`src/rtl/we_run_sequencer_if.sv`:
```
// Host-decode / WE-core handshake bundle for the run sequencer.
// The slave modport is the sequencer; the master modport is the host side.
interface we_run_sequencer_if #(
  parameter int LDO_W = 8,
  parameter int RUN_W = 16,
  parameter int TMR_W = 24
);
  logic             start;
  logic             abort;
  logic [RUN_W-1:0] n_runs;
  logic [LDO_W-1:0] ldo_mask;
  logic             ion_en;
  logic [TMR_W-1:0] t_settle;
  logic [TMR_W-1:0] t_gap;
  logic [TMR_W-1:0] t_timeout;
  logic             done_spi;
  logic             done_task;
  logic             full_ppfifo;
  logic             drain_ack;
  logic [LDO_W-1:0] ldo_en;
  logic             ion_sw;
  logic             trigger_config;
  logic             trigger_task;
  logic             busy;
  logic             seq_done;
  logic             err_timeout;
  logic [RUN_W-1:0] run_cnt;
  logic [2:0]       state;

  modport master (
    output start, abort, n_runs, ldo_mask, ion_en, t_settle, t_gap, t_timeout,
           done_spi, done_task, full_ppfifo, drain_ack,
    input  ldo_en, ion_sw, trigger_config, trigger_task, busy, seq_done,
           err_timeout, run_cnt, state
  );

  modport slave (
    input  start, abort, n_runs, ldo_mask, ion_en, t_settle, t_gap, t_timeout,
           done_spi, done_task, full_ppfifo, drain_ack,
    output ldo_en, ion_sw, trigger_config, trigger_task, busy, seq_done,
           err_timeout, run_cnt, state
  );
endinterface

```
`src/rtl/we_run_sequencer.sv`:
```
// Campaign sequencer on the WE clock: LDO power-up/settle, one SPI config,
// N task runs separated by gaps (with ping-pong hold), then power-down.
module we_run_sequencer #(
  parameter int LDO_W = 8,
  parameter int RUN_W = 16,
  parameter int TMR_W = 24
) (
  input logic               clk,
  input logic               rst_n,
  we_run_sequencer_if.slave bus
);

  typedef enum logic [2:0] {
    IDLE   = 3'd0,
    PWR_UP = 3'd1,
    CONFIG = 3'd2,
    TASK   = 3'd3,
    HOLD   = 3'd4,
    GAP    = 3'd5,
    PWR_DN = 3'd6
  } st_e;

  st_e              st;
  logic [RUN_W-1:0] n_runs_l, run_cnt, run_nxt;
  logic [TMR_W-1:0] settle_l, gap_l, tmo_l, tmr;
  logic [LDO_W-1:0] ldo_en;
  logic             ion_en_l, ion_sw, trig_cfg, trig_tsk, seq_done, err_timeout;
  logic             spi_q, task_q;
  logic             spi_rise, task_rise, tmo_hit, settle_end, gap_end;

  assign spi_rise   = bus.done_spi & ~spi_q;
  assign task_rise  = bus.done_task & ~task_q;
  // One shared timer: settle, gap and done-wait never overlap.
  assign tmo_hit    = (tmo_l != '0) && (tmr == tmo_l - TMR_W'(1));
  assign settle_end = (tmr == settle_l - TMR_W'(1));
  assign gap_end    = (tmr == gap_l - TMR_W'(1));
  assign run_nxt    = (run_cnt == '1) ? run_cnt : run_cnt + RUN_W'(1);

  always_ff @(posedge clk) begin
    if (!rst_n) begin
      st          <= IDLE;
      n_runs_l    <= '0;
      run_cnt     <= '0;
      settle_l    <= '0;
      gap_l       <= '0;
      tmo_l       <= '0;
      tmr         <= '0;
      ldo_en      <= '0;
      ion_en_l    <= 1'b0;
      ion_sw      <= 1'b0;
      trig_cfg    <= 1'b0;
      trig_tsk    <= 1'b0;
      seq_done    <= 1'b0;
      err_timeout <= 1'b0;
      spi_q       <= 1'b0;
      task_q      <= 1'b0;
    end else begin
      spi_q    <= bus.done_spi;
      task_q   <= bus.done_task;
      trig_cfg <= 1'b0;
      trig_tsk <= 1'b0;
      seq_done <= 1'b0;
      tmr      <= tmr + TMR_W'(1);
      if (st != IDLE && st != PWR_DN && bus.abort) begin
        st     <= PWR_DN;
        ldo_en <= '0;
        ion_sw <= 1'b0;
      end else begin
        case (st)
          IDLE: if (bus.start) begin
            if (bus.n_runs == '0) begin
              seq_done <= 1'b1;
            end else begin
              st          <= PWR_UP;
              err_timeout <= 1'b0;
              run_cnt     <= '0;
              n_runs_l    <= bus.n_runs;
              settle_l    <= (bus.t_settle == '0) ? TMR_W'(1) : bus.t_settle;
              gap_l       <= (bus.t_gap == '0) ? TMR_W'(1) : bus.t_gap;
              tmo_l       <= bus.t_timeout;
              ion_en_l    <= bus.ion_en;
              ldo_en      <= bus.ldo_mask;
              tmr         <= '0;
            end
          end
          PWR_UP: if (settle_end) begin
            st       <= CONFIG;
            trig_cfg <= 1'b1;
            tmr      <= '0;
          end
          // The trigger cycle itself never accepts a done edge.
          CONFIG: if (!trig_cfg && spi_rise) begin
            st       <= TASK;
            trig_tsk <= 1'b1;
            ion_sw   <= ion_en_l;
            tmr      <= '0;
          end else if (tmo_hit) begin
            st          <= PWR_DN;
            err_timeout <= 1'b1;
            ldo_en      <= '0;
          end
          TASK: if (!trig_tsk && task_rise) begin
            run_cnt <= run_nxt;
            ion_sw  <= 1'b0;
            tmr     <= '0;
            if (run_nxt == n_runs_l) begin
              st     <= PWR_DN;
              ldo_en <= '0;
            end else if (bus.full_ppfifo) begin
              st <= HOLD;
            end else begin
              st <= GAP;
            end
          end else if (tmo_hit) begin
            st          <= PWR_DN;
            err_timeout <= 1'b1;
            ldo_en      <= '0;
            ion_sw      <= 1'b0;
          end
          HOLD: if (bus.drain_ack) begin
            st  <= GAP;
            tmr <= '0;
          end
          GAP: if (gap_end) begin
            st       <= TASK;
            trig_tsk <= 1'b1;
            ion_sw   <= ion_en_l;
            tmr      <= '0;
          end
          PWR_DN: begin
            st       <= IDLE;
            seq_done <= 1'b1;
          end
          default: st <= IDLE;
        endcase
      end
    end
  end

  // Abort in a state's first cycle must swallow that state's trigger pulse.
  assign bus.trigger_config = trig_cfg & ~bus.abort;
  assign bus.trigger_task   = trig_tsk & ~bus.abort;
  assign bus.ldo_en         = ldo_en;
  assign bus.ion_sw         = ion_sw;
  assign bus.busy           = (st != IDLE);
  assign bus.seq_done       = seq_done;
  assign bus.err_timeout    = err_timeout;
  assign bus.run_cnt        = run_cnt;
  assign bus.state          = st;

endmodule

```
`src/flat_wrapper.sv`:
```
// flat-port wrapper written by rule: the top's interface ports become plain ports
module we_run_sequencer_flat 
#(
  parameter int LDO_W = 8,
  parameter int RUN_W = 16,
  parameter int TMR_W = 24
)
  (clk, rst_n, bus_start, bus_abort, bus_n_runs, bus_ldo_mask, bus_ion_en, bus_t_settle, bus_t_gap, bus_t_timeout, bus_done_spi, bus_done_task, bus_full_ppfifo, bus_drain_ack, bus_ldo_en, bus_ion_sw, bus_trigger_config, bus_trigger_task, bus_busy, bus_seq_done, bus_err_timeout, bus_run_cnt, bus_state);
  we_run_sequencer_if #(.LDO_W(LDO_W), .RUN_W(RUN_W), .TMR_W(TMR_W)) bus_i ();
  input logic clk;
  input logic rst_n;
  input wire logic [$bits(bus_i.start)-1:0] bus_start;
  input wire logic [$bits(bus_i.abort)-1:0] bus_abort;
  input wire logic [$bits(bus_i.n_runs)-1:0] bus_n_runs;
  input wire logic [$bits(bus_i.ldo_mask)-1:0] bus_ldo_mask;
  input wire logic [$bits(bus_i.ion_en)-1:0] bus_ion_en;
  input wire logic [$bits(bus_i.t_settle)-1:0] bus_t_settle;
  input wire logic [$bits(bus_i.t_gap)-1:0] bus_t_gap;
  input wire logic [$bits(bus_i.t_timeout)-1:0] bus_t_timeout;
  input wire logic [$bits(bus_i.done_spi)-1:0] bus_done_spi;
  input wire logic [$bits(bus_i.done_task)-1:0] bus_done_task;
  input wire logic [$bits(bus_i.full_ppfifo)-1:0] bus_full_ppfifo;
  input wire logic [$bits(bus_i.drain_ack)-1:0] bus_drain_ack;
  output wire logic [$bits(bus_i.ldo_en)-1:0] bus_ldo_en;
  output wire logic [$bits(bus_i.ion_sw)-1:0] bus_ion_sw;
  output wire logic [$bits(bus_i.trigger_config)-1:0] bus_trigger_config;
  output wire logic [$bits(bus_i.trigger_task)-1:0] bus_trigger_task;
  output wire logic [$bits(bus_i.busy)-1:0] bus_busy;
  output wire logic [$bits(bus_i.seq_done)-1:0] bus_seq_done;
  output wire logic [$bits(bus_i.err_timeout)-1:0] bus_err_timeout;
  output wire logic [$bits(bus_i.run_cnt)-1:0] bus_run_cnt;
  output wire logic [$bits(bus_i.state)-1:0] bus_state;
  assign bus_i.start = bus_start;
  assign bus_i.abort = bus_abort;
  assign bus_i.n_runs = bus_n_runs;
  assign bus_i.ldo_mask = bus_ldo_mask;
  assign bus_i.ion_en = bus_ion_en;
  assign bus_i.t_settle = bus_t_settle;
  assign bus_i.t_gap = bus_t_gap;
  assign bus_i.t_timeout = bus_t_timeout;
  assign bus_i.done_spi = bus_done_spi;
  assign bus_i.done_task = bus_done_task;
  assign bus_i.full_ppfifo = bus_full_ppfifo;
  assign bus_i.drain_ack = bus_drain_ack;
  assign bus_ldo_en = bus_i.ldo_en;
  assign bus_ion_sw = bus_i.ion_sw;
  assign bus_trigger_config = bus_i.trigger_config;
  assign bus_trigger_task = bus_i.trigger_task;
  assign bus_busy = bus_i.busy;
  assign bus_seq_done = bus_i.seq_done;
  assign bus_err_timeout = bus_i.err_timeout;
  assign bus_run_cnt = bus_i.run_cnt;
  assign bus_state = bus_i.state;
  we_run_sequencer #(.LDO_W(LDO_W), .RUN_W(RUN_W), .TMR_W(TMR_W)) u_core (.clk(clk), .rst_n(rst_n), .bus(bus_i));
endmodule
```
`config.mk`:
```
export PLATFORM = sky130hd
export DESIGN_NAME = we_run_sequencer_flat
export DESIGN_NICKNAME = d
export VERILOG_FILES = /design/src/rtl/we_run_sequencer_if.sv /design/src/rtl/we_run_sequencer.sv /design/src/flat_wrapper.sv
export SDC_FILE = /design/constraint.sdc
export NUM_CORES = 1
export LEC_CHECK = 0
export BUFFER_PORTS_ARGS = -buffer_cell sky130_fd_sc_hd__buf_2
export CAP_MARGIN = 15
export CORE_UTILIZATION = 45
export CTS_BUF_LIST = sky130_fd_sc_hd__clkbuf_2
export CTS_CLUSTER_DIAMETER = 150
export DETAILED_ROUTE_END_ITERATION = 16
export PLACE_DENSITY = 0.63
export SLEW_MARGIN = 20
export SYNTH_ARGS = -nofsm -noshare
export SYNTH_HDL_FRONTEND = slang
export SYNTH_SLANG_ARGS = --single-unit
```
`constraint.sdc`:
```
create_clock -name clk -period 6.2 [get_ports clk]
set_input_delay 1.24 -clock clk [delete_from_list [all_inputs] [get_ports clk]]
set_output_delay 1.24 -clock clk [all_outputs]
set_load 0.02 [all_outputs]
```
==> out/metrics.csv <==
metric,value,unit
outcome,completed,
vias,9187,
min_path_type,register to register,
antenna_found_initial,2,
ios,138,
maxCapViolCount,0,
insertion_delay,770,ps
n_fill_cell,2154,
power.total,3.74,mW
start_util,45.8,%
cpMaxStageDelayCell,nor3_1,
cp_cell_sequence,ha_1 -> nand3_1 -> nor3_1 -> mux2i_1 -> xor2_1 -> nand3_1 -> or4_1 -> or4_1 -> a21oi_1 -> o221a_1,
cts.repair.resized,0,
syn-instance-count,1247,
cp.arrival,4610,ps
grt_max_degree,73,
portBuffers,137,
worstPathMaxFanout,9,
worst_slew_pin_slew,1020,ps
final_util,50.3,%
cts_setup_buffers,0,
finalSetupViolCount,0,
period_share,62.8,%
nets,1430,
ys.flop_type,dfxtp_1,
synth_edf_count,0,
htree_levels,4,
max_stage_delay,610,ps
synth.area.top_cells,"dfxtp_1 (31%), nand2_1 (9.0%), xnor2_1 (7.4%)",
setup_ws,2310,ps
die_h,148,µm
drive_gt1_share,17.0,%
finalClockSkew,47.5,ps
power_leakage,3.82,nW
cts_buffer_depth,2,
tns,0,ps
hpwl,20.1,mm
gr-total-overflow,0,
worstPathRequired,6910,ps
clock_sinks,147,
relSlewSlack,31.7,%
rsz0062_at_grt,no,
maxSlewViolCount,0,
startpoint_type,register,
drtAntennaViolNets,0,
synthTopCellsByCount,"nand2_1 (229), dfxtp_1 (147), a21boi_0 (93)",
multi_input_area,6220,µm²
ys_seq_elements,147,
p_per_area,355,nW/µm²
synth_cell_types,83,
clk_pin_slew,240,ps
seqCellArea,2940,µm²
synth_nets,1357,
grt_pass1_wl,44.3,mm
hold_viol,0,
core-area,21000,µm²
yosysMostFrequentCell,nand2_1,
drc,0,
synth_area_leader_cell,dfxtp_1,
cts_tree,yes,
grt_pass1_vias,8624,
hold_buffers,0,
first_pass_iters,5,
synth_seq_area_share,30.7,%
die_area,21900,µm²
track_usage,25.5,%
worst_setup_path_end_kind,register,
rows,53,
ys_warn_count,0,
path_delay_family,simple AND/OR/NAND/NOR gates,
wl_per_cell,16.9,µm
syn2layout_area_growth,9.76,%
place_ws,2060,ps
gp_congestion,0.878,
synth_area,9600,µm²
drt-initial-drc-count,654,
ir_worst_vdd,187,µV
cts-root-buf,clkbuf_2,
wirelength,27.2,mm
synth_area_per_cell,7.70,µm²
crit_type,register to register,
max_freq,0.257,GHz
numCtsBuffers,17,
synthArstFlopShare,0,%
period_needed,3890,ps
die-width,148,µm
yosys.area.top_type_share,30.7,%
vias_per_cell,5.71,
critical_path_buf_inv_count,0,
final timing paths:
| path | from | to | slack (ps) | depth (start not counted) |
|---|---|---|---|---|
| max | u_core.bus.run_cnt[0] | u_core.bus.state[1] | 2310 | 10 |
| min | u_core.n_runs_l[6] | u_core.n_runs_l[6] | 490 | 2 |
| max reg2reg | u_core.bus.run_cnt[0] | u_core.bus.state[1] | 2310 | 10 |
| min reg2reg | u_core.n_runs_l[6] | u_core.n_runs_l[6] | 490 | 2 |
sequential cells by signal (all words and copies together), names as in the netlist, 3 cells and up:
signal and flops:
u_core.bus.state 3, u_core.bus.run_cnt 16, u_core.n_runs_l 16, u_core.gap_l 24, u_core.settle_l 24, u_core.bus.ldo_en 8, u_core.tmr 24, u_core.tmo_l 24
per-stage QoR:
stage / cells / area, µm² / hold WS (ps)
finish: 1610 / 10500 / 494
CTS: 1608 / 10500 / 500
global route: 1610 / 10500 / 520
floorplan: 1247 / 9600 / 453
detailed placement: 1576 / 10300 / 474
global placement: 1576 / 10300 / 468
cell type report:
| cell class | count | area share [%] |
|---|---|---|
| antenna | 2 | 0.0475 |
| clock buffer | 17 | 0.808 |
| sequential | 147 | 27.9 |
| clock inverter | 15 | 1.16 |
| timing repair buffer | 144 | 7.01 |
| inverter | 20 | 0.713 |
| multi-input combinational | 990 | 59.1 |
| tap | 275 | 3.27 |
where the power goes:
part	internal, mW	total [mW]	switching (mW)
Combinational	0.759	1.86	1.10
Sequential	1.10	1.36	0.266
Clock	0.115	0.512	0.397
Total	1.97	3.74	1.76
placed cells by master, fill, tap and decap left out, drive strengths merged, types with 11 or more instances in the layout:
| master | synthesis | routed |
|---|---|---|
| nand2 | 229 | 229 |
| dfxtp | 147 | 147 |
| buf | 13 | 144 |
| a21boi | 93 | 93 |
| nor2 | 83 | 83 |
| xnor2 | 81 | 81 |
| xor2 | 53 | 53 |
| a21oi | 48 | 48 |
| nor4 | 46 | 46 |
| nor3 | 40 | 40 |
| nand4 | 32 | 32 |
| inv | 20 | 28 |
| o21ai | 27 | 27 |
| nand3 | 25 | 25 |
| or4 | 20 | 20 |
| clkbuf | 77 | 17 |
| nor2b | 16 | 16 |
| or3 | 15 | 15 |
| a211oi | 14 | 14 |
| o211ai | 12 | 12 |
| a31oi | 11 | 11 |
| and3 | 11 | 11 |
per-layer routing:
| layer | track usage (%) | vias to the layer above | wire length [µm] |
|---|---|---|---|
| met3 | 5.21 | 47 | 1440 |
| met5 | 0 | - | 0 |
| met1 | 33.6 | 4281 | 12500 |
| met2 | 41.5 | 261 | 12800 |
| met4 | 8.40 | 0 | 569 |
| li1 | - | 4598 | - |
logic make-up (layout without fill, tap and decap cells):
group,count (synthesis),count (layout),synth area share (%)
flip-flops,147,147,30.7
XOR/XNOR,136,136,12.7
multiplexers,9,9,0.991
adder cells (fa/ha/maj),5,5,0.652
buffers and inverters,110,196,4.63
AND/OR/NAND/NOR,576,576,31.0
other,0,2,0
AO/OA/AOI/OAI,264,264,19.4
worst register-to-register path: stages (launching register included):
cell and delay (ps):
dfxtp_1 530, ha_1 480, nand3_1 260, nor3_1 610
mux2i_1 280, xor2_1 160, nand3_1 90, or4_1 510
or4_1 590, a21oi_1 170, o221a_1 190
Power figures use the tool's default switching activity.
